**src/rtl/serial_adder_pkg.sv**
```systemverilog
// Shared definitions for the bit-serial adder: FSM state encoding and the
// default operand width.
package serial_adder_pkg;

  // Default operand/sum width in bits.
  localparam int unsigned SA_WIDTH_DEFAULT = 8;

  // FSM state type, kept as plain encoded constants for legacy compatibility.
  typedef logic [1:0] sa_state_t;

  localparam sa_state_t ST_IDLE = 2'd0;
  localparam sa_state_t ST_RUN  = 2'd1;
  localparam sa_state_t ST_DONE = 2'd2;

endpackage : serial_adder_pkg

```
**src/rtl/full_adder.sv**
```systemverilog
// One-bit combinational full adder used as the serial bit slice.
module full_adder (
  input  logic a,
  input  logic b,
  input  logic cin,
  output logic sum,
  output logic cout
);

  assign sum  = a ^ b ^ cin;
  assign cout = (a & b) | (cin & (a ^ b));

endmodule : full_adder

```
**src/rtl/serial_adder.sv**
```systemverilog
// Bit-serial unsigned adder: operands are captured on an accepted start,
// then one bit per clock is summed LSB-first through a single full adder.
// The result and carry-out are published together on the last bit and
// held until the next completion.
module serial_adder
  import serial_adder_pkg::*;
#(
  parameter int unsigned WIDTH = SA_WIDTH_DEFAULT
) (
  input  logic             clk,
  input  logic             rst_n,
  input  logic             start,
  input  logic [WIDTH-1:0] a,
  input  logic [WIDTH-1:0] b,
  input  logic             cin,
  output logic             busy,
  output logic             done,
  output logic [WIDTH-1:0] sum,
  output logic             cout
);

  localparam int unsigned     CW       = $clog2(WIDTH) + 1;
  localparam logic [CW-1:0]   CNT_LAST = CW'(WIDTH - 1);
  localparam logic [CW-1:0]   CNT_ONE  = CW'(1);

  sa_state_t        state_r;
  logic [CW-1:0]    cnt_r;
  logic [WIDTH-1:0] a_sh_r;
  logic [WIDTH-1:0] b_sh_r;
  // Holds the sum bits produced so far; the bit of the current edge is
  // appended on top, so only WIDTH-1 bits need storing.
  logic [WIDTH-2:0] res_sh_r;
  logic             carry_r;
  logic [WIDTH-1:0] sum_r;
  logic             cout_r;
  logic             busy_r;
  logic             done_r;

  logic             fa_sum_s;
  logic             fa_cout_s;
  logic [WIDTH-1:0] res_next_s;

  full_adder u_slice (
    .a    (a_sh_r[0]),
    .b    (b_sh_r[0]),
    .cin  (carry_r),
    .sum  (fa_sum_s),
    .cout (fa_cout_s)
  );

  // Result register contents after this edge's sum bit enters at the MSB.
  always_comb begin
    res_next_s = {fa_sum_s, res_sh_r};
  end

  // FSM, operand/result shifting, bit counter and registered outputs.
  always_ff @(posedge clk or negedge rst_n) begin
    if (!rst_n) begin
      state_r  <= ST_IDLE;
      cnt_r    <= {CW{1'b0}};
      a_sh_r   <= {WIDTH{1'b0}};
      b_sh_r   <= {WIDTH{1'b0}};
      res_sh_r <= {(WIDTH-1){1'b0}};
      carry_r  <= 1'b0;
      sum_r    <= {WIDTH{1'b0}};
      cout_r   <= 1'b0;
      busy_r   <= 1'b0;
      done_r   <= 1'b0;
    end else begin
      case (state_r)
        ST_IDLE, ST_DONE: begin
          done_r <= 1'b0;
          if (start) begin
            a_sh_r   <= a;
            b_sh_r   <= b;
            carry_r  <= cin;
            res_sh_r <= {(WIDTH-1){1'b0}};
            cnt_r    <= {CW{1'b0}};
            state_r  <= ST_RUN;
            busy_r   <= 1'b1;
          end else begin
            state_r  <= ST_IDLE;
            busy_r   <= 1'b0;
          end
        end
        ST_RUN: begin
          // start is deliberately not looked at here.
          a_sh_r   <= {1'b0, a_sh_r[WIDTH-1:1]};
          b_sh_r   <= {1'b0, b_sh_r[WIDTH-1:1]};
          res_sh_r <= res_next_s[WIDTH-1:1];
          carry_r  <= fa_cout_s;
          cnt_r    <= cnt_r + CNT_ONE;
          if (cnt_r == CNT_LAST) begin
            sum_r   <= res_next_s;
            cout_r  <= fa_cout_s;
            state_r <= ST_DONE;
            busy_r  <= 1'b0;
            done_r  <= 1'b1;
          end else begin
            state_r <= ST_RUN;
            busy_r  <= 1'b1;
            done_r  <= 1'b0;
          end
        end
        default: begin
          state_r <= ST_IDLE;
          busy_r  <= 1'b0;
          done_r  <= 1'b0;
        end
      endcase
    end
  end

  assign busy = busy_r;
  assign done = done_r;
  assign sum  = sum_r;
  assign cout = cout_r;

endmodule : serial_adder

```
**config.mk**
```make
export PLATFORM = sky130hd
export DESIGN_NAME = serial_adder
export DESIGN_NICKNAME = d
export VERILOG_FILES = /design/src/rtl/serial_adder_pkg.sv /design/src/rtl/full_adder.sv /design/src/rtl/serial_adder.sv
export SDC_FILE = /design/constraint.sdc
export NUM_CORES = 1
export LEC_CHECK = 0
export ABC_AREA = 1
export BUFFER_PORTS_ARGS = -buffer_cell sky130_fd_sc_hd__buf_2
export CORE_MARGIN = 5
export CORE_UTILIZATION = 43
export DETAILED_ROUTE_END_ITERATION = 10
export GPL_ROUTABILITY_DRIVEN = 0
export PLACE_DENSITY = 0.66
export SLEW_MARGIN = 20
export SYNTH_ARGS = -nofsm -noshare
export SYNTH_HDL_FRONTEND = slang
export SYNTH_SLANG_ARGS = --single-unit
```
**constraint.sdc**
```tcl
create_clock -name clk -period 1.08 [get_ports clk]
set_input_delay 0.162 -clock clk [delete_from_list [all_inputs] [get_ports clk]]
set_output_delay 0.162 -clock clk [all_outputs]
set_load 0.005 [all_outputs]
```
==> impl_metrics.sql, run 1 <==
INSERT INTO impl_metrics (metric_group, metric, value, unit) VALUES
('clock_network', 'num_cts_buffers', '5', ''),
('clock_network', 'cts.root.buffer_cell', 'sky130_fd_sc_hd__clkbuf_8', ''),
('sta', 'tightest_slew', '0.209', 'ns'),
('finish', 'syn_to_final_growth', '35.2', '%'),
('route', 'detailedRoute.firstIterationViolations', '40', ''),
('sta', 'fin_crit_sh', '109', '%'),
('finish', 'utilization', '59.6', '%'),
('setup_path', 'criticalPathCategory', 'reg -> reg', ''),
('route', 'drt-total-wl', '3520', 'um'),
('clock_network', 'cts.sinks', '40', ''),
('power', 'power_per_cell_area', '2930', 'nW/um^2'),
('clock_network', 'cts.reportedPaths.clkPinSlew', '0.08', 'ns'),
('die', 'die-area', '5450', 'um^2'),
('clock_network', 'cts.htree.levels', '2', ''),
('synthesis', 'ys_ff_latch', '40', ''),
('power', 'p_clk_share', '17.0', '%'),
('route', 'drt_first_pass_iters', '4', ''),
('finish', 'mostFrequentLayoutCell', 'sky130_fd_sc_hd__nand2_1', ''),
('grt', 'globalRouteOverflowTotal', '0', ''),
('sta', 'fmax', '853', 'MHz'),
('power', 'vdd_ir_drop_max', '1.19', 'mV'),
('power', 'power_switching_share', '37.1', '%'),
('synthesis', 'yosys.cell_types.count', '18', ''),
('grt', 'grt_pass1_wl', '5950', 'um'),
('grt', 'grt.total_usage', '14.5', '%'),
('clock_network', 'clock_tree_from_tritoncts', 'built', ''),
('finish', 'layout.cells.non_filler', '323', ''),
('synthesis', 'postSynthAreaPerCell', '8.07', 'um^2'),
('clock_network', 'clock_latency', '0.29', 'ns'),
('place', 'port_buffers', '30', ''),
('synthesis', 'cell_area_synth', '1750', 'um^2'),
('run_status', 'result_of_the_run', 'finished with violations', ''),
('finish', 'final_nets', '294', ''),
('place', 'placed_cells_incl_taps', '307', ''),
('sta', 'final_critical_path_setup_slack', '-0.0926', 'ns'),
('sta', 'period_minus_slack', '1.17', 'ns'),
('die', 'die_w', '73.8', 'um'),
('die', 'io_pins', '31', ''),
('route', 'route.detailed.vias_per_inst', '4.45', ''),
('power', 'seq_power_share', '37.4', '%'),
('place', 'place_hpwl', '2280', 'um'),
('sta', 'maxSlewHeadroom', '86.1', '%'),
('setup_path', 'required', '1.32', 'ns'),
('synthesis', 'synth_fp_nets', '239', ''),
('sta', 'hold_violations', '0', ''),
('power', 'fin_total_pwr', '6.92', 'mW'),
('route', 'wl_per_cell', '10.9', 'um'),
('finish', 'final_cell_mix', 'sky130_fd_sc_hd__nand2_1, sky130_fd_sc_hd__dfrtp_1, sky130_fd_sc_hd__buf_2', ''),
('die', 'floorplan.initialDensity', '44.1', '%'),
('power', 'pwr-share-comb', '45.6', '%'),
('clock_network', 'clock_tree.buffer_depth', '2', ''),
('route', 'number_of_vias_after_detailed_routing', '1438', ''),
('sta', 'timing_max_transition_violations_final', '0', ''),
('run_status', 'failed_checks', 'negative setup slack', ''),
('synthesis', 'ys.warnings.count', '0', ''),
('synthesis', 'portion_of_synthesized_cell_area_occupied_by_the_leading_cell_type', '57.2', '%'),
('setup_path', 'data_arrival_time_of_the_critical_path', '1.41', 'ns'),
('finish', 'antenna-diode-count', '0', ''),
('setup_path', 'timing.critical_path.from_type', 'flop', ''),
('sta', 'worst_clock_skew', '0.00890', 'ns'),
('synthesis', 'post-synth-top-area-cell', 'sky130_fd_sc_hd__dfrtp_1', ''),
('finish', 'drive_above_1_share', '31.1', '%'),
('route', 'antenna_violating_nets_post_route', '0', ''),
('setup_path', 'slack_of_the_worst_reg_to_reg_path', '-0.09', 'ns'),
('synthesis', 'yosysSeqAreaShare', '57.2', '%'),
('synthesis', 'synth_cells', '217', ''),
('grt', 'grt_max_degree', '41', ''),
('place', 'placement.setup.worst_slack', '-0.176', 'ns'),
('setup_path', 'critical_path_peak_fanout', '2', ''),
('setup_path', 'setup.worst_path.end_class', 'flop', ''),
('sta', 'setup_violations', '27', '');
metrics by stage:
stage	instance area (um^2)	TNS [ns]
after floorplan	1760	-0.240
after global placement	2070	-2.96
after detailed placement	2070	-3.49
after CTS	2330	-1.02
after global routing	2370	-3.64
final	2370	-1.05
metal layers:
layer  wire length [um]  vias up  global-route usage [%]
met5                  0        -                       0
met1               1550      646                    17.8
met3                158        7                    3.56
li1                   -      758                       -
met4                 83        0                    7.65
met2               1730       27                    23.3
cells by family after synthesis:
kind of cell | count (synthesis) | share of synthesized area [%]
AOI/OAI and AO/OA | 9 | 3.00
adders and majority gates | 2 | 1.86
buffers and inverters | 32 | 8.08
DFF | 40 | 57.2
and+or+nand+nor | 134 | 29.9
synth_stat cells:
master                    count
sky130_fd_sc_hd__nor2_2       2
sky130_fd_sc_hd__nand4_1      1
sky130_fd_sc_hd__inv_2        3
sky130_fd_sc_hd__inv_1       24
sky130_fd_sc_hd__dfrtp_1     40
sky130_fd_sc_hd__buf_6        2
sky130_fd_sc_hd__a21oi_1      1
sky130_fd_sc_hd__ha_1         1
sky130_fd_sc_hd__o22ai_1      6
sky130_fd_sc_hd__nand2_1    120
sky130_fd_sc_hd__nor2_1       4
sky130_fd_sc_hd__fa_1         1
sky130_fd_sc_hd__buf_2        2
sky130_fd_sc_hd__buf_4        1
sky130_fd_sc_hd__nand3_1      4
sky130_fd_sc_hd__o21ai_0      2
sky130_fd_sc_hd__or2_2        1
sky130_fd_sc_hd__nand2_2      2
power groups by stage:
stage / registers (mW) / logic (mW) / clock network (mW)
finish: 2.59 / 3.16 / 1.18
global route: 2.69 / 3.54 / 1.29
CTS: 2.58 / 3.06 / 1.20
detailed placement: 2.54 / 2.60 / 0
global placement: 2.52 / 2.55 / 0
floorplan: 2.54 / 1.65 / 0
critical path: stages, from the launching register on:
cell	delay [ns]
sky130_fd_sc_hd__dfrtp_1	0.41
sky130_fd_sc_hd__fa_2	0.60
sky130_fd_sc_hd__nand2_1	0.06
sky130_fd_sc_hd__nand2_1	0.05
final timing paths:
check / startpoint / to / depth (start not counted)
worst min register to register: res_sh_r[5] / sum[5] / 2
worst max register to register: carry_r / sum[7] / 3
min in group asynchronous: rst_n / sum[5] / 3
max in group asynchronous: rst_n / state_r[0] / 3
worst min-delay path: a[7] / a_sh_r[7] / 3
worst max-delay path: carry_r / sum[7] / 3
registers in the layout, indices dropped and copies added, names as in the netlist:
register	count
b_sh_r	8
a_sh_r	8
done	1
carry_r	1
cnt_r	4
res_sh_r	7
state_r	2
cout	1
sum	8
final cells by class:
class                   count  area (um^2)
clock buffers               6         72.6
inverters                  27          106
clock inverters             2         35.0
repair buffers             51          360
well taps                  50         62.6
multi-input cells         147          727
flip-flops and latches     40         1000
fillers                   387         1610
what timing repair did:
action | CTS | global route
hold buffers | 1 | 0
gates cloned | 2 | 0
pin swaps | 6 | 4
gates resized for setup | 23 | 10
buffers inserted | 5 | 0
endpoints found under the hold margin | 40 | 0
setup endpoints to repair | 33 | 39
(Power assumes the default switching activity.)
==> inputs of run 2 (changes only) <==
--- a/config.mk
+++ b/config.mk
@@ -11,7 +11,8 @@
 export CORE_UTILIZATION = 43
 export DETAILED_ROUTE_END_ITERATION = 10
 export GPL_ROUTABILITY_DRIVEN = 0
-export PLACE_DENSITY = 0.66
+export GPL_TIMING_DRIVEN = 0
+export PLACE_DENSITY = 0.71
 export SLEW_MARGIN = 20
 export SYNTH_ARGS = -nofsm -noshare
 export SYNTH_HDL_FRONTEND = slang
==> constraint.sdc (replaced) <==
create_clock -name clk -period 1.1 [get_ports clk]
set_input_delay 0.165 -clock clk [delete_from_list [all_inputs] [get_ports clk]]
set_output_delay 0.165 -clock clk [all_outputs]
set_load 0.005 [all_outputs]
==> impl_metrics.sql, run 2 (same netlist as run 1, synthesis figures left out) <==
INSERT INTO impl_metrics (metric_group, metric, value, unit) VALUES
('run_status', 'result_of_the_run', 'finished with violations', ''),
('run_status', 'failed_checks', 'negative hold slack, negative setup slack', ''),
('sta', 'final_critical_path_setup_slack', '-0.0636', 'ns'),
('clock_network', 'clock_latency', '0.29', 'ns'),
('grt', 'grt.total_usage', '14.9', '%'),
('setup_path', 'critical_path_peak_fanout', '2', ''),
('worst_hold_path', 'hold_path_class', 'in -> async', ''),
('place', 'port_buffers', '30', ''),
('setup_path', 'critical-path-top-cell-by-count', 'sky130_fd_sc_hd__nand2_1', ''),
('grt', 'grt_antenna_before_repair', '0', ''),
('sta', 'fmax', '859', 'MHz'),
('setup_path', 'timing.critical_path.from_type', 'flop', ''),
('sta', 'tightest_slew', '0.876', 'ns'),
('grt', 'grt_max_degree', '41', ''),
('setup_path', 'critPathLaunch', 'carry_r', ''),
('route', 'number_of_vias_after_detailed_routing', '1458', ''),
('sta', 'fin_worst_hold_slack', '-0.0124', 'ns'),
('power', 'fin_total_pwr', '6.36', 'mW'),
('route', 'drt-total-wl', '3590', 'um'),
('setup_path', 'worst_path_max_delay_cell', 'sky130_fd_sc_hd__fa_2', ''),
('finish', 'drive_above_1_share', '27.7', '%'),
('die', 'die_w', '73.8', 'um'),
('die', 'die-height', '73.8', 'um'),
('setup_path', 'crit_chain', 'fa_2, nand2_1, nand2_1', ''),
('finish', 'syn_to_final_growth', '28.5', '%'),
('setup_path', 'cpPeakStageDelay', '0.58', 'ns'),
('finish', 'antenna-diode-count', '0', ''),
('power', 'vdd_ir_drop_max', '1.04', 'mV'),
('clock_network', 'clock_tree_from_tritoncts', 'built', ''),
('sta', 'period_minus_slack', '1.16', 'ns'),
('sta', 'worst_clock_skew', '0.00629', 'ns'),
('grt', 'grt_pass1_wl', '6240', 'um'),
('clock_network', 'cts.root.buffer_cell', 'sky130_fd_sc_hd__clkbuf_8', ''),
('clock_network', 'num_cts_buffers', '5', ''),
('clock_network', 'clock_tree.buffer_depth', '2', ''),
('sta', 'hold_violations', '13', ''),
('route', 'route.detailed.vias_per_inst', '4.60', ''),
('finish', 'final_cell_area', '2250', 'um^2'),
('setup_path', 'data_arrival_time_of_the_critical_path', '1.39', 'ns'),
('die', 'floorplan.initialDensity', '44.1', '%'),
('finish', 'mostFrequentLayoutCell', 'sky130_fd_sc_hd__nand2_1', ''),
('route', 'drt_first_pass_iters', '4', ''),
('setup_path', 'setup.worst_path.end_class', 'flop', ''),
('place', 'placedInstanceArea', '1970', 'um^2'),
('clock_network', 'cts.sinks', '40', ''),
('route', 'antenna_violating_nets_post_route', '0', ''),
('power', 'power_per_cell_area', '2830', 'nW/um^2'),
('setup_path', 'r2r-start', 'carry_r', ''),
('route', 'detailedRoute.firstIterationViolations', '78', ''),
('finish', 'layout.cells.non_filler', '317', ''),
('finish', 'layout.filler_cells', '368', ''),
('sta', 'grt_setup_unrepaired', 'yes', ''),
('die', 'core_area', '3970', 'um^2'),
('die', 'die-area', '5450', 'um^2'),
('sta', 'maxSlewHeadroom', '41.6', '%'),
('sta', 'fin_crit_sh', '106', '%'),
('sta', 'setup_violations', '31', ''),
('sta', 'timing_max_transition_violations_final', '0', ''),
('place', 'place_hpwl', '2240', 'um'),
('clock_network', 'cts.htree.levels', '2', ''),
('grt', 'globalRouteOverflowTotal', '0', ''),
('clock_network', 'cts.reportedPaths.clkPinSlew', '0.07', 'ns'),
('die', 'floorplan.rows', '23', ''),
('place', 'placed_cells_incl_taps', '297', ''),
('setup_path', 'required', '1.33', 'ns'),
('grt', 'number_of_global_route_vias_before_repair', '1412', ''),
('route', 'wl_per_cell', '11.3', 'um'),
('setup_path', 'criticalPathCategory', 'reg -> reg', ''),
('finish', 'final_cell_mix', 'sky130_fd_sc_hd__nand2_1, sky130_fd_sc_hd__dfrtp_1, sky130_fd_sc_hd__buf_2', ''),
('power', 'total_leakage_power', '1.27', 'nW'),
('route', 'route.detailed.drc', '0', ''),
('die', 'io_pins', '31', ''),
('setup_path', 'slack_of_the_worst_reg_to_reg_path', '-0.06', 'ns'),
('run', 'number_of_max_cap_violations', '0', ''),
('clock_network', 'post_cts_hold_buffer_count', '0', ''),
('finish', 'final_nets', '288', '');
-- run 2: cell count changes in the layout (fill, tap and decap cells not counted), sizes merged --
| cell | before | now |
|---|---|---|
| bufinv | 1 | 0 |
| buf | 50 | 45 |
| clkbuf | 6 | 8 |
| clkinv | 1 | 0 |
| dlygate4sd3 | 1 | 0 |
-- run 2: area by class of cell --
type	instances	area (um^2)	share of cell area, %
repair buffers	40	225	10.0
well taps	50	62.6	2.78
inverters	27	101	4.50
flip-flops and latches	40	1000	44.5
clock buffers	8	90.1	4.00
multi-input cells	147	716	31.8
plain buffers	5	52.6	2.34
-- run 2: repair_timing --
item                                    CTS  global route
pin swaps                                 9             4
resized for setup                        26             3
setup buffers                             7             2
gates cloned                              2             1
endpoints found under the setup margin   32            38
-- run 2: path summary, 6_finish.rpt --
path                         endpoint  depth (start not counted)
max in group asynchronous  state_r[0]                          1
setup reg to reg               sum[7]                          3
hold reg to reg                sum[6]                          2
hold / removal                 sum[2]                          1
setup / recovery               sum[7]                          3
min in group clk            b_sh_r[7]                          3
-- run 2: critical path, delay by kind of cell (launching register included) --
kind	cells	cell delay, ns
and+or+nand+nor	2	0.12
adders and majority gates	1	0.58
DFF	1	0.41
-- run 2: stage by stage --
step | TNS (ns) | util [%] | setup WS [ns]
detailed placement | -5.18 | 49.5 | -0.208
global placement | -4.78 | 49.5 | -0.191
floorplan | -0.00690 | - | -0.00690
CTS | -0.490 | 56.0 | -0.0650
global route | -2.79 | 56.6 | -0.115
finish | -0.880 | 56.6 | -0.0636
-- run 2: power breakdown --
part	internal, mW	total [mW]	switching [mW]
Clock	0.511	0.993	0.482
Combinational	1.27	2.79	1.53
Sequential	2.13	2.57	0.439
Total	3.91	6.36	2.45
-- run 2: metal layers --
| metal | GRT usage (%) | share of wire [%] | vias up |
|---|---|---|---|
| li1 | - | - | 747 |
| met1 | 19.0 | 45 | 672 |
| met2 | 24.4 | 47 | 34 |
| met3 | 4.38 | 6.1 | 5 |
| met4 | 4.83 | 1.1 | 0 |
| met5 | 0 | 0 | - |
